[src/rtl/serial_word_receiver.sv]
`default_nettype none
// ============================================================================
//  Module      : serial_word_receiver
//  Description : Receive end of the 16-bit serial word link. Synchronises the
//                asynchronous Receive line, decodes UART frames (1 start bit,
//                8 data bits LSB first, 1 stop bit) and pairs consecutive
//                bytes into 16-bit words, low byte first. Completed words are
//                queued in a show-ahead FIFO that is read with a Valid/Read
//                handshake.
//  Options     : Define SERIAL_RX_PARITY_EN to expect an even-parity bit
//                between data bit 7 and the stop bit.
//  Ports       : Clock      - system clock, rising edge
//                Reset      - synchronous, active-high reset
//                Receive    - serial line, idle high, asynchronous
//                Read       - pop the head word when Valid is 1
//                Valid      - FIFO non-empty
//                DataOut    - head-of-FIFO word, 0 when empty
//                FrameError - sticky bad stop bit / parity flag
//                Overrun    - sticky flag: a word was dropped on a full FIFO
//  Revision    : 1.0 - initial release
// ============================================================================
module serial_word_receiver #(
    parameter int CLKS_PER_BIT = 16,
    parameter int DEPTH        = 4
) (
    input  logic        Clock,
    input  logic        Reset,
    input  logic        Receive,
    input  logic        Read,
    output logic        Valid,
    output logic [15:0] DataOut,
    output logic        FrameError,
    output logic        Overrun
);

    localparam int c_cw = $clog2(CLKS_PER_BIT);
    localparam int c_aw = $clog2(DEPTH);

    localparam logic [c_cw-1:0] c_full_bit  = c_cw'(CLKS_PER_BIT - 1);
    localparam logic [c_cw-1:0] c_half_bit  = c_cw'(CLKS_PER_BIT / 2 - 1);
    localparam logic [c_aw:0]   c_fifo_full = (c_aw + 1)'(DEPTH);

    localparam logic [2:0] c_st_idle   = 3'd0;
    localparam logic [2:0] c_st_start  = 3'd1;
    localparam logic [2:0] c_st_data   = 3'd2;
    localparam logic [2:0] c_st_stop   = 3'd3;
`ifdef SERIAL_RX_PARITY_EN
    localparam logic [2:0] c_st_parity = 3'd4;
`endif

    logic            r_rx_meta;
    logic            r_rx_s;
    logic [2:0]      r_state;
    logic [2:0]      w_state_next;
    logic [c_cw-1:0] r_cnt;
    logic            w_cnt_done;
    logic [2:0]      r_bit_idx;
    logic [7:0]      r_shift;
    logic            w_sample_data;
    logic            w_byte_ok;
    logic            w_byte_bad;
    logic            w_par_err;
    logic            r_phase_hi;
    logic [7:0]      r_low;
    logic            r_push;
    logic [15:0]     r_push_word;
    logic            r_frame_err;
    logic            r_overrun;
    logic [15:0]     r_mem [DEPTH];
    logic [c_aw-1:0] r_wr_ptr;
    logic [c_aw-1:0] r_rd_ptr;
    logic [c_aw:0]   r_count;
    logic            w_full;
    logic            w_pop;
    logic            w_wr;

    // Two-flop synchroniser, preset to the idle (high) line level.
    always_ff @(posedge Clock) begin
        if (Reset) begin
            r_rx_meta <= 1'b1;
            r_rx_s    <= 1'b1;
        end else begin
            r_rx_meta <= Receive;
            r_rx_s    <= r_rx_meta;
        end
    end

    // START waits half a bit to land mid-bit; later states wait a whole bit.
    assign w_cnt_done = (r_state == c_st_start) ? (r_cnt == c_half_bit)
                                                : (r_cnt == c_full_bit);

    // State register
    always_ff @(posedge Clock) begin
        if (Reset) begin
            r_state <= c_st_idle;
        end else begin
            r_state <= w_state_next;
        end
    end

    // Next-state logic
    always_comb begin
        w_state_next = r_state;
        case (r_state)
            c_st_idle: begin
                if (!r_rx_s) w_state_next = c_st_start;
            end
            c_st_start: begin
                // A line that is high again at mid start bit was a glitch.
                if (w_cnt_done) w_state_next = r_rx_s ? c_st_idle : c_st_data;
            end
            c_st_data: begin
                if (w_cnt_done && (r_bit_idx == 3'd7)) begin
`ifdef SERIAL_RX_PARITY_EN
                    w_state_next = c_st_parity;
`else
                    w_state_next = c_st_stop;
`endif
                end
            end
`ifdef SERIAL_RX_PARITY_EN
            c_st_parity: begin
                if (w_cnt_done) w_state_next = c_st_stop;
            end
`endif
            c_st_stop: begin
                // Back to IDLE at mid stop bit so a following start edge is
                // caught during the remaining half bit.
                if (w_cnt_done) w_state_next = c_st_idle;
            end
            default: w_state_next = c_st_idle;
        endcase
    end

`ifdef SERIAL_RX_PARITY_EN
    logic w_sample_par;
    logic r_par_err;

    // Even parity: data bits plus parity bit must XOR to zero.
    always_ff @(posedge Clock) begin
        if (Reset) begin
            r_par_err <= 1'b0;
        end else if (w_sample_par) begin
            r_par_err <= ^{r_shift, r_rx_s};
        end
    end

    assign w_par_err = r_par_err;
`else
    assign w_par_err = 1'b0;
`endif

    // Output logic: sampling strobes and byte verdict
    always_comb begin
        w_sample_data = 1'b0;
        w_byte_ok     = 1'b0;
        w_byte_bad    = 1'b0;
`ifdef SERIAL_RX_PARITY_EN
        w_sample_par  = 1'b0;
`endif
        case (r_state)
            c_st_data: w_sample_data = w_cnt_done;
`ifdef SERIAL_RX_PARITY_EN
            c_st_parity: w_sample_par = w_cnt_done;
`endif
            c_st_stop: begin
                if (w_cnt_done) begin
                    if (r_rx_s && !w_par_err) w_byte_ok  = 1'b1;
                    else                      w_byte_bad = 1'b1;
                end
            end
            default: ;
        endcase
    end

    // Bit timing counter, bit index and LSB-first shift register
    always_ff @(posedge Clock) begin
        if (Reset) begin
            r_cnt     <= '0;
            r_bit_idx <= '0;
            r_shift   <= '0;
        end else begin
            if ((r_state == c_st_idle) || w_cnt_done) r_cnt <= '0;
            else                                      r_cnt <= r_cnt + 1'b1;

            if (r_state != c_st_data) r_bit_idx <= '0;
            else if (w_sample_data)   r_bit_idx <= r_bit_idx + 1'b1;

            if (w_sample_data) r_shift <= {r_rx_s, r_shift[7:1]};
        end
    end

    // Byte pairing. A bad byte resynchronises the pair phase to "low" so a
    // lost byte cannot permanently swap the halves of subsequent words.
    always_ff @(posedge Clock) begin
        if (Reset) begin
            r_phase_hi  <= 1'b0;
            r_low       <= '0;
            r_push      <= 1'b0;
            r_push_word <= '0;
            r_frame_err <= 1'b0;
        end else begin
            r_push <= 1'b0;
            if (w_byte_ok) begin
                if (r_phase_hi) begin
                    r_push      <= 1'b1;
                    r_push_word <= {r_shift, r_low};
                    r_phase_hi  <= 1'b0;
                end else begin
                    r_low      <= r_shift;
                    r_phase_hi <= 1'b1;
                end
            end else if (w_byte_bad) begin
                r_phase_hi  <= 1'b0;
                r_frame_err <= 1'b1;
            end
        end
    end

    // Show-ahead FIFO. A simultaneous pop frees the slot, so a push into a
    // full FIFO is only dropped when no pop happens in the same cycle.
    assign w_full = (r_count == c_fifo_full);
    assign w_pop  = Read && (r_count != '0);
    assign w_wr   = r_push && (!w_full || w_pop);

    always_ff @(posedge Clock) begin
        if (Reset) begin
            r_wr_ptr  <= '0;
            r_rd_ptr  <= '0;
            r_count   <= '0;
            r_overrun <= 1'b0;
        end else begin
            if (w_wr)  r_wr_ptr <= r_wr_ptr + 1'b1;
            if (w_pop) r_rd_ptr <= r_rd_ptr + 1'b1;
            case ({w_wr, w_pop})
                2'b10:   r_count <= r_count + 1'b1;
                2'b01:   r_count <= r_count - 1'b1;
                default: r_count <= r_count;
            endcase
            if (r_push && !w_wr) r_overrun <= 1'b1;
        end
    end

    // Storage needs no reset: DataOut is masked while the FIFO is empty.
    always_ff @(posedge Clock) begin
        if (w_wr) r_mem[r_wr_ptr] <= r_push_word;
    end

    assign Valid      = (r_count != '0);
    assign DataOut    = Valid ? r_mem[r_rd_ptr] : 16'h0000;
    assign FrameError = r_frame_err;
    assign Overrun    = r_overrun;

endmodule
`default_nettype wire

[config.mk]
export PLATFORM = sky130hd
export DESIGN_NAME = serial_word_receiver
export DESIGN_NICKNAME = d
export VERILOG_FILES = /design/src/rtl/serial_word_receiver.sv
export SDC_FILE = /design/constraint.sdc
export NUM_CORES = 1
export LEC_CHECK = 0
export BUFFER_PORTS_ARGS = -buffer_cell sky130_fd_sc_hd__buf_4
export CAP_MARGIN = 20
export CORE_AREA = 10 10 105 107
export CTS_BUF_LIST = sky130_fd_sc_hd__clkbuf_8 sky130_fd_sc_hd__clkbuf_16
export DETAILED_ROUTE_END_ITERATION = 8
export DIE_AREA = 0 0 115 117
export PLACE_DENSITY = 0.73
export RECOVER_POWER = 25
export SYNTH_ARGS = -nofsm -noshare
export SYNTH_HDL_FRONTEND = slang
export SYNTH_SLANG_ARGS = --single-unit
[constraint.sdc]
create_clock -name Clock -period 2.1 [get_ports Clock]
set_clock_uncertainty 0.15 [all_clocks]
set_input_delay 0.63 -clock Clock [delete_from_list [all_inputs] [get_ports Clock]]
set_output_delay 0.63 -clock Clock [all_outputs]
set_load 0.005 [all_outputs]
==> summary.md, run 1 <==
| Metric | Value |
|---|---|
| DIE AREA | `13500 um2` |
| Wire per inst | `between 15 and 20 um` |
| PortBufs | `22` |
| Pleak | `2.07 nW` |
| Critical path type | `flip-flop to output port` |
| Top layer in use | `met4` |
| Vias in the first global route | `around 2800` |
| Cell Pwr Density | `1150 nW/um2` |
| H-tree levels | `4` |
| Cells after DPL | `481` |
| CTS Buffer Depth | `2` |
| Die height | `between 100 and 150 um` |
| Share of layout cells above drive strength 1 | `28.5%` |
| Wl on met1 | `3.67 mm` |
| Root buffer cell | `clkbuf_8` |
| Hold endpoint | `r_rx_meta` |
| WHS Path Cells | `2` |
| Worst-path maximum fanout | `7` |
| Cts bufs inserted | `17` |
| Clock Latency Late Sink | `~0.50 ns` |
| Layout area overhead | `23.8%` |
| Total power | `approximately 6.7 mW` |
| Status | `complete, but fails checks` |
| Mean post-synth cell area | `13.5 um2` |
| Worst-margin pin slew | `0.506 ns` |
| Detailed Route WL | `8.57 mm` |
| Critical Path Start Type | `flip-flop` |
| Fraction of synthesized area in multiplexers | `11.7%` |
| Final Hold Vio Count | `0` |
| Wire length on met2 | `around 4.3 mm` |
| Core Box Area | `9020 um2` |
| Warnings, synthesis | `0` |
| Synthesized cell area | `4710 um2` |
| Sink Count | `120` |
| GR Util All Layers | `between 10% and 20%` |
| Post-Synth XOR/XNOR Area | `1.30%` |
| First-pass DRT Iterations | `4` |
| Share of the synthesized area in the top cell type | `40.8%` |
| Diode count | `0` |
| Cell variety after synth | `39` |
| # Max-Cap Violations | `0` |
| Critical Path RT | `1.32 ns` |
| Setup_tns | `-7.57 ns` |
| Hold Crit Class | `input port to flip-flop` |
| Synth Area in Adders | `under 10%` |
| Largest net degree at the start of global routing | `53` |
| Reg2reg start | `r_count[2]` |
| Worst vdd ir | `about 0.00066 V` |
| Vias/cell | `5.36` |
| # hold bufs at CTS | `0` |
| Largest family of logic cells by synthesized area | `simple AND/OR/NAND/NOR gates` |
| Worst r2r dst | `r_count[2]` |
| Nets | `403` |
| Seq/Total Area, Yosys | `64.6%` |
| R2r setup slk | `-0.04 ns` |
| Worst-path clk slew | `0.05 ns` |
| Mapped Cells | `between 300 and 400` |
| Simple-gate share of the synthesized area | `~12%` |
| Worst Setup End Kind | `output port` |
| Violated checks | `setup timing` |
| Via count | `~2800` |
| Slew HR | `66.3%` |
| Grt total ovfl | `0` |
| TritonCTS clock tree | `yes` |
| Synth Area in Compound Gates | `4.41%` |
| Slew Limit Fails | `0` |
| Hold Crit Start | `Receive` |
| Final setup margin | `-0.494 ns` |
| FMAX | `385 MHz` |
| Largest cells by area after synthesis | `edfxtp_1, dfxtp_1, mux4_2, mux2i_1, nand2_1` |
| Die extent in x | `115 um` |
| Non-Filler Instances | `515` |
| Antenna violations before repair | `0` |
| Minimum clock period | `2.59 ns` |
| Iteration-0 DRC Markers | `172` |
| Met3 wire len | `461 um` |
| Rows | `35` |
| RSZ-0062 raised after global routing | `yes` |
| Detail Placement HPWL | `about 5 mm` |
| Final period util | `124%` |
| First-pass GRT wire length | `about 14 mm` |
| Worst EP arrival | `1.81 ns` |
| Starting density of the core | `52.2%` |
| Setup violators final | `18` |
| Io pins | `23` |
| Net Count, Synth | `362` |
| Antenna viol nets, final | `0` |
| R2R cell count | `7` |
| Drt drc | `0` |
| Register bit total from synthesis | `120` |
| Cell taking the most area after synthesis | `edfxtp_1` |
| Global placement routability congestion | `0.750` |
==> placed cells by master (no fill, tap or decap), drive strengths merged, types with 2 or more instances in the layout <==
| cell type | n |
|---|---|
| clkinvlp | 2 |
| clkbuf | 18 |
| and3 | 3 |
| nand3 | 6 |
| a211oi | 3 |
| xor2 | 3 |
| a21oi | 18 |
| nand2 | 40 |
| clkinv | 5 |
| or2 | 3 |
| dfxtp | 56 |
| ha | 7 |
| and2 | 21 |
| a41oi | 2 |
| a31oi | 5 |
| bufinv | 3 |
| inv | 11 |
| nor3b | 4 |
| mux2i | 19 |
| buf | 42 |
| nor3 | 3 |
| or3 | 2 |
| nor2 | 33 |
| xnor2 | 4 |
| mux4 | 16 |
| edfxtp | 64 |
==> through the flow <==
step	worst slack, ns	instance area, um2	utilization, %	hold slack [ns]
after floorplan	0.000134	4710	-	0.239
after global placement	-0.0248	5120	56.7	0.241
after detailed placement	-0.0515	5120	56.7	0.243
after CTS	-0.518	5770	64.0	0.144
after global routing	-0.565	5830	64.6	0.137
final	-0.494	5830	64.6	0.162
==> power breakdown <==
part / leakage (nW) / switching [mW] / internal (mW) / total [mW]
clock network: 0.290 / 0.933 / 1.80 / 2.73
logic: 0.736 / 0.533 / 0.855 / 1.39
registers: 1.05 / 0.0586 / 2.50 / 2.56
total: 2.07 / 1.52 / 5.15 / 6.68
==> cell families after synthesis <==
group	count (synthesis)
adders and majority gates	8
buffers and inverters	28
muxes	35
DFF	120
and+or+nand+nor	119
xor gates and xnor gates	7
AOI/OAI and AO/OA	33
==> registers in the layout, indices dropped and copies added (netlist names), named ones only <==
register / cells
r_shift: 8
r_phase_hi: 1
r_rx_s: 1
r_low: 8
r_rx_meta: 1
r_rd_ptr: 2
r_count: 3
Overrun: 1
r_mem: 64
FrameError: 1
r_cnt: 4
r_wr_ptr: 2
r_push: 1
r_bit_idx: 3
r_push_word: 16
r_state: 2
==> cells in the mapped netlist (all sizes together) <==
| master | number |
|---|---|
| a211oi | 3 |
| a21oi | 18 |
| a221oi | 1 |
| a311oi | 1 |
| a31oi | 5 |
| a41oi | 2 |
| and2 | 21 |
| and3 | 3 |
| buf | 13 |
| clkbuf | 8 |
| dfxtp | 56 |
| edfxtp | 64 |
| fa | 1 |
| ha | 7 |
| inv | 7 |
| mux2i | 19 |
| mux4 | 16 |
| nand2 | 40 |
| nand2b | 1 |
| nand3 | 6 |
| nor2 | 33 |
| nor2b | 1 |
| nor3 | 3 |
| nor3b | 4 |
| nor4 | 1 |
| o211a | 1 |
| o21a | 1 |
| o21ai | 1 |
| or2 | 3 |
| or3 | 1 |
| or4 | 1 |
| or4b | 1 |
| xnor2 | 4 |
| xor2 | 3 |
==> area by class of cell <==
cell class                 count  area (um2)
clock buffer                  18         428
inverter                       7        26.3
clock inverter                14         143
timing repair buffer          42         474
fill                         646        3190
multi-input combinational    203        1570
sequential                   120        3050
tap                          111         139
==> critical path, cell delays in order, from the launching register on <==
cell and delay (ns):
dfxtp_4 0.40, buf_12 0.15, mux4_2 0.51, and2_4 0.16
buf_6 0.10
==> worst max-delay path by stage <==
stage          startpoint          end  slack [ns]  cells after the start
5_1_grt         flip-flop  DataOut[10]       -0.57                      4
3_5_place_dp    flip-flop  DataOut[11]       -0.05                      4
2_1_floorplan        Read  r_mem[2][0]      0.0001                      3
4_1_cts         flip-flop  DataOut[10]       -0.52                      4
3_3_place_gp    flip-flop   DataOut[6]       -0.02                      4
6_report        flip-flop  DataOut[10]       -0.49                      4
==> metal layers <==
metal | global-route usage, % | vias to the layer above
met5 | 0 | -
met4 | 4.54 | 0
met3 | 4.99 | 9
met2 | 23.5 | 61
met1 | 15.4 | 1351
li1 | - | 1340
==> repair_timing <==
item / in CTS / in global routing
setup buffers: 1 / 0
endpoints found under the hold margin: 0 / 0
resized for setup: 22 / 18
endpoints found under the setup margin: 17 / 18
gates cloned: 2 / 0
pin swaps: 18 / 0
Note: power is estimated with default switching activity, not from simulation.
==> run 2, diff against run 1 <==
--- a/config.mk
+++ b/config.mk
@@ -7,11 +7,12 @@
 export LEC_CHECK = 0
 export BUFFER_PORTS_ARGS = -buffer_cell sky130_fd_sc_hd__buf_4
 export CAP_MARGIN = 20
-export CORE_AREA = 10 10 105 107
+export CORE_AREA = 10 10 100 102
 export CTS_BUF_LIST = sky130_fd_sc_hd__clkbuf_8 sky130_fd_sc_hd__clkbuf_16
 export DETAILED_ROUTE_END_ITERATION = 8
-export DIE_AREA = 0 0 115 117
-export PLACE_DENSITY = 0.73
+export DIE_AREA = 0 0 110 112
+export GPL_ROUTABILITY_DRIVEN = 0
+export PLACE_DENSITY = 0.77
 export RECOVER_POWER = 25
 export SYNTH_ARGS = -nofsm -noshare
 export SYNTH_HDL_FRONTEND = slang
==> constraint.sdc (replaced) <==
create_clock -name Clock -period 3.2 [get_ports Clock]
set_clock_uncertainty 0.15 [all_clocks]
set_input_delay 0.96 -clock Clock [delete_from_list [all_inputs] [get_ports Clock]]
set_output_delay 0.96 -clock Clock [all_outputs]
set_load 0.005 [all_outputs]
==> run 2 against run 1 <==
  * The run now ends clean
  * Final area down 4.9%
  * Clock-buffer cell count down 1
  * Critical path depth down 1
  * Sequential power down 35%
  * First-iteration DRC count up 12%
  * Via count up 0.54%
  * Power down 38%
  * Highest routed layer unchanged
==> summary.md, run 2 (synthesized netlist as in run 1, its figures left out) <==
| Metric | Value |
|---|---|
| Slew Limit Fails | `0 (unchanged)` |
| # Max-Cap Violations | `0 (unchanged)` |
| First-pass GRT wire length | `14.6 mm (was 14.1 mm)` |
| Critical Path RT | `2.09 ns (was 1.32 ns)` |
| Hold endpoint | `r_rx_s (was r_rx_meta)` |
| Pint | `3.15 mW (was 5.15 mW)` |
| Critical path type | `flip-flop to output port (unchanged)` |
| Diode count | `0 (unchanged)` |
| Cell Pwr Density | `746 nW/um2 (was 1150 nW/um2)` |
| Die extent in x | `110 um (was 115 um)` |
| Io pins | `23 (unchanged)` |
| Layout area overhead | `17.7% (was 23.8%)` |
| H-tree levels | `4 (unchanged)` |
| Die height | `112 um (was 117 um)` |
| Final period util | `95.5%` |
| Cells after DPL | `465 (was 481)` |
| Iteration-0 DRC Markers | `193 (was 172)` |
| Nets | `391 (was 403)` |
| Hold Crit Start | `r_rx_meta (was Receive)` |
| Wire per inst | `17.6 um (was 16.6 um)` |
| Final Util | `68.8% (was 64.6%)` |
| Root buffer cell | `clkbuf_8 (unchanged)` |
| Largest register by flop count | `r_mem (unchanged)` |
| FMAX | `327 MHz` |
| Commonest non-fill, non-tap cell in the layout | `edfxtp_1 (unchanged)` |
| R2r setup slk | `0.83 ns (was -0.04 ns)` |
| Worst r2r dst | `r_count[2] (unchanged)` |
| Minimum clock period | `3.05 ns` |
| TritonCTS clock tree | `yes (unchanged)` |
| Via count | `2776 (was 2761)` |
| Reg2reg start | `r_count[2] (unchanged)` |
| Cts bufs inserted | `17 (unchanged)` |
| Quantity of gates resized following cts | `0 (was 22)` |
| Commonest non-fill, non-tap cells in the layout | `edfxtp_1, dfxtp_1, nand2_1 (unchanged)` |
| Antenna viol nets, final | `0 (unchanged)` |
| Setup_tns | `0 ns (was -7.57 ns)` |
| Core Box Area | `8050 um2 (was 9020 um2)` |
| Pleak | `1.93 nW (was 2.07 nW)` |
| Worst vdd ir | `0.000523 V (was 0.000660 V)` |
| Worst-path clk slew | `0.06 ns (was 0.05 ns)` |
| Vias in the first global route | `2827 (was 2780)` |
| Worst-path maximum fanout | `20 (was 7)` |
| Comb pwr share | `14.8% (was 20.8%)` |
| Net Sw Frac | `23.8% (was 22.8%)` |
| RSZ-0062 raised after global routing | `no (was yes)` |
| PortBufs | `22 (unchanged)` |
| DIE AREA | `12300 um2 (was 13500 um2)` |
| Max FFs per register | `64 (unchanged)` |
| Drt drc | `0 (unchanged)` |
| GR Util All Layers | `15.4% (was 13.7%)` |
| Grt total ovfl | `0 (unchanged)` |
| Share of layout cells above drive strength 1 | `22.2% (was 28.5%)` |
| Register share of total power | `40.3% (was 38.3%)` |
| Worst Setup End Kind | `output port (unchanged)` |
| Slew HR | `60.6% (was 66.3%)` |
| First-pass DRT Iterations | `4 (unchanged)` |
| Non-Filler Instances | `497 (was 515)` |
| Largest net degree at the start of global routing | `54 (was 53)` |
| Footprint of the multi-input gates | `1510 um2 (was 1570 um2)` |
| CTS Buffer Depth | `2 (unchanged)` |
| Worst-margin pin slew | `0.591 ns (was 0.506 ns)` |
| Final Hold Vio Count | `0 (unchanged)` |
| Hold Crit Class | `flip-flop to flip-flop (was input port to flip-flop)` |
| # hold bufs at CTS | `0 (unchanged)` |
| Detail Placement HPWL | `5.01 mm (about the same)` |
| Psw | `0.983 mW (was 1.52 mW)` |
| Worst EP arrival | `1.94 ns (was 1.81 ns)` |
| R2R cell count | `6 (was 7)` |
| Top Registers | `r_mem (64), r_push_word (16) (unchanged)` |
| Fillers | `556 (was 646)` |
| Clock share of power | `44.9% (was 40.9%)` |
| Design area | `5540 um2 (was 5830 um2)` |
| Critical Path Start Type | `flip-flop (unchanged)` |
| Sink Count | `120 (unchanged)` |
| Vias/cell | `5.59 (was 5.36)` |
| Antenna violations before repair | `0 (unchanged)` |
| Setup violators final | `0 (was 18)` |
| Rows | `33 (was 35)` |
| Postcts setup bufs | `0 (was 1)` |
| Detailed Route WL | `8.73 mm (was 8.57 mm)` |
| Clock Latency Late Sink | `0.50 ns (about the same)` |
| WHS Path Cells | `1 (was 2)` |
| Starting density of the core | `58.5% (was 52.2%)` |
| Area post-placement | `4950 um2 (was 5120 um2)` |
| Register cell area after layout | `3040 um2 (was 3050 um2)` |
| Status | `completed (was complete, but fails checks)` |
[run 2: changes by cell type in the layout (fill, tap and decap cells not counted), sizes merged]
cell | previous run | this run
buf | 42 | 31
inv | 11 | 8
clkinv | 5 | 7
clkinvlp | 2 | 4
clkbuf | 18 | 17
or3 | 2 | 1
[run 2: routing by layer]
metal,vias up,share of wire [%],track usage (%)
li1,1316,-,-
met1,1364,41,18.5
met2,84,52,24.8
met3,12,5.6,4.15
met4,0,1.4,7.38
met5,-,0,0
[run 2: per-stage QoR]
| stage | setup slack [ns] | total power [mW] | hold slack (ns) |
|---|---|---|---|
| after floorplan | 0.751 | 2.07 | 0.239 |
| after global placement | 0.588 | 2.31 | 0.246 |
| after detailed placement | 0.582 | 2.32 | 0.244 |
| after CTS | 0.0452 | 4.18 | 0.258 |
| after global routing | 0.0252 | 4.32 | 0.282 |
| final | 0.145 | 4.13 | 0.258 |
[run 2: power groups by stage]
stage,clock network (mW),registers (mW),logic (mW)
after floorplan,0,1.68,0.388
after global placement,0,1.69,0.611
after detailed placement,0,1.70,0.625
after CTS,1.88,1.67,0.632
after global routing,1.95,1.67,0.688
final,1.85,1.67,0.612
[run 2: cell type report]
cell class	count	area share (%)
clock buffer	17	7.47
tap	105	2.37
multi-input combinational	202	27.3
inverter	7	0.474
sequential	120	54.9
timing repair buffer	31	4.27
clock inverter	15	3.21
[run 2: how the worst max path moves through the flow]
stage / startpoint / end / depth (start not counted)
2_1_floorplan: flip-flop / DataOut[15] / 4
3_3_place_gp: Read / r_mem[3][4] / 5
3_5_place_dp: Read / r_mem[0][7] / 5
4_1_cts: r_count[2] / DataOut[4] / 3
5_1_grt: r_count[2] / DataOut[11] / 3
6_report: r_count[2] / DataOut[3] / 3
[run 2: critical path, stage by stage, from the launching register on]
cell,delay [ns]
dfxtp_1,0.37
or3_2,0.71
and2_1,0.22
buf_4,0.13
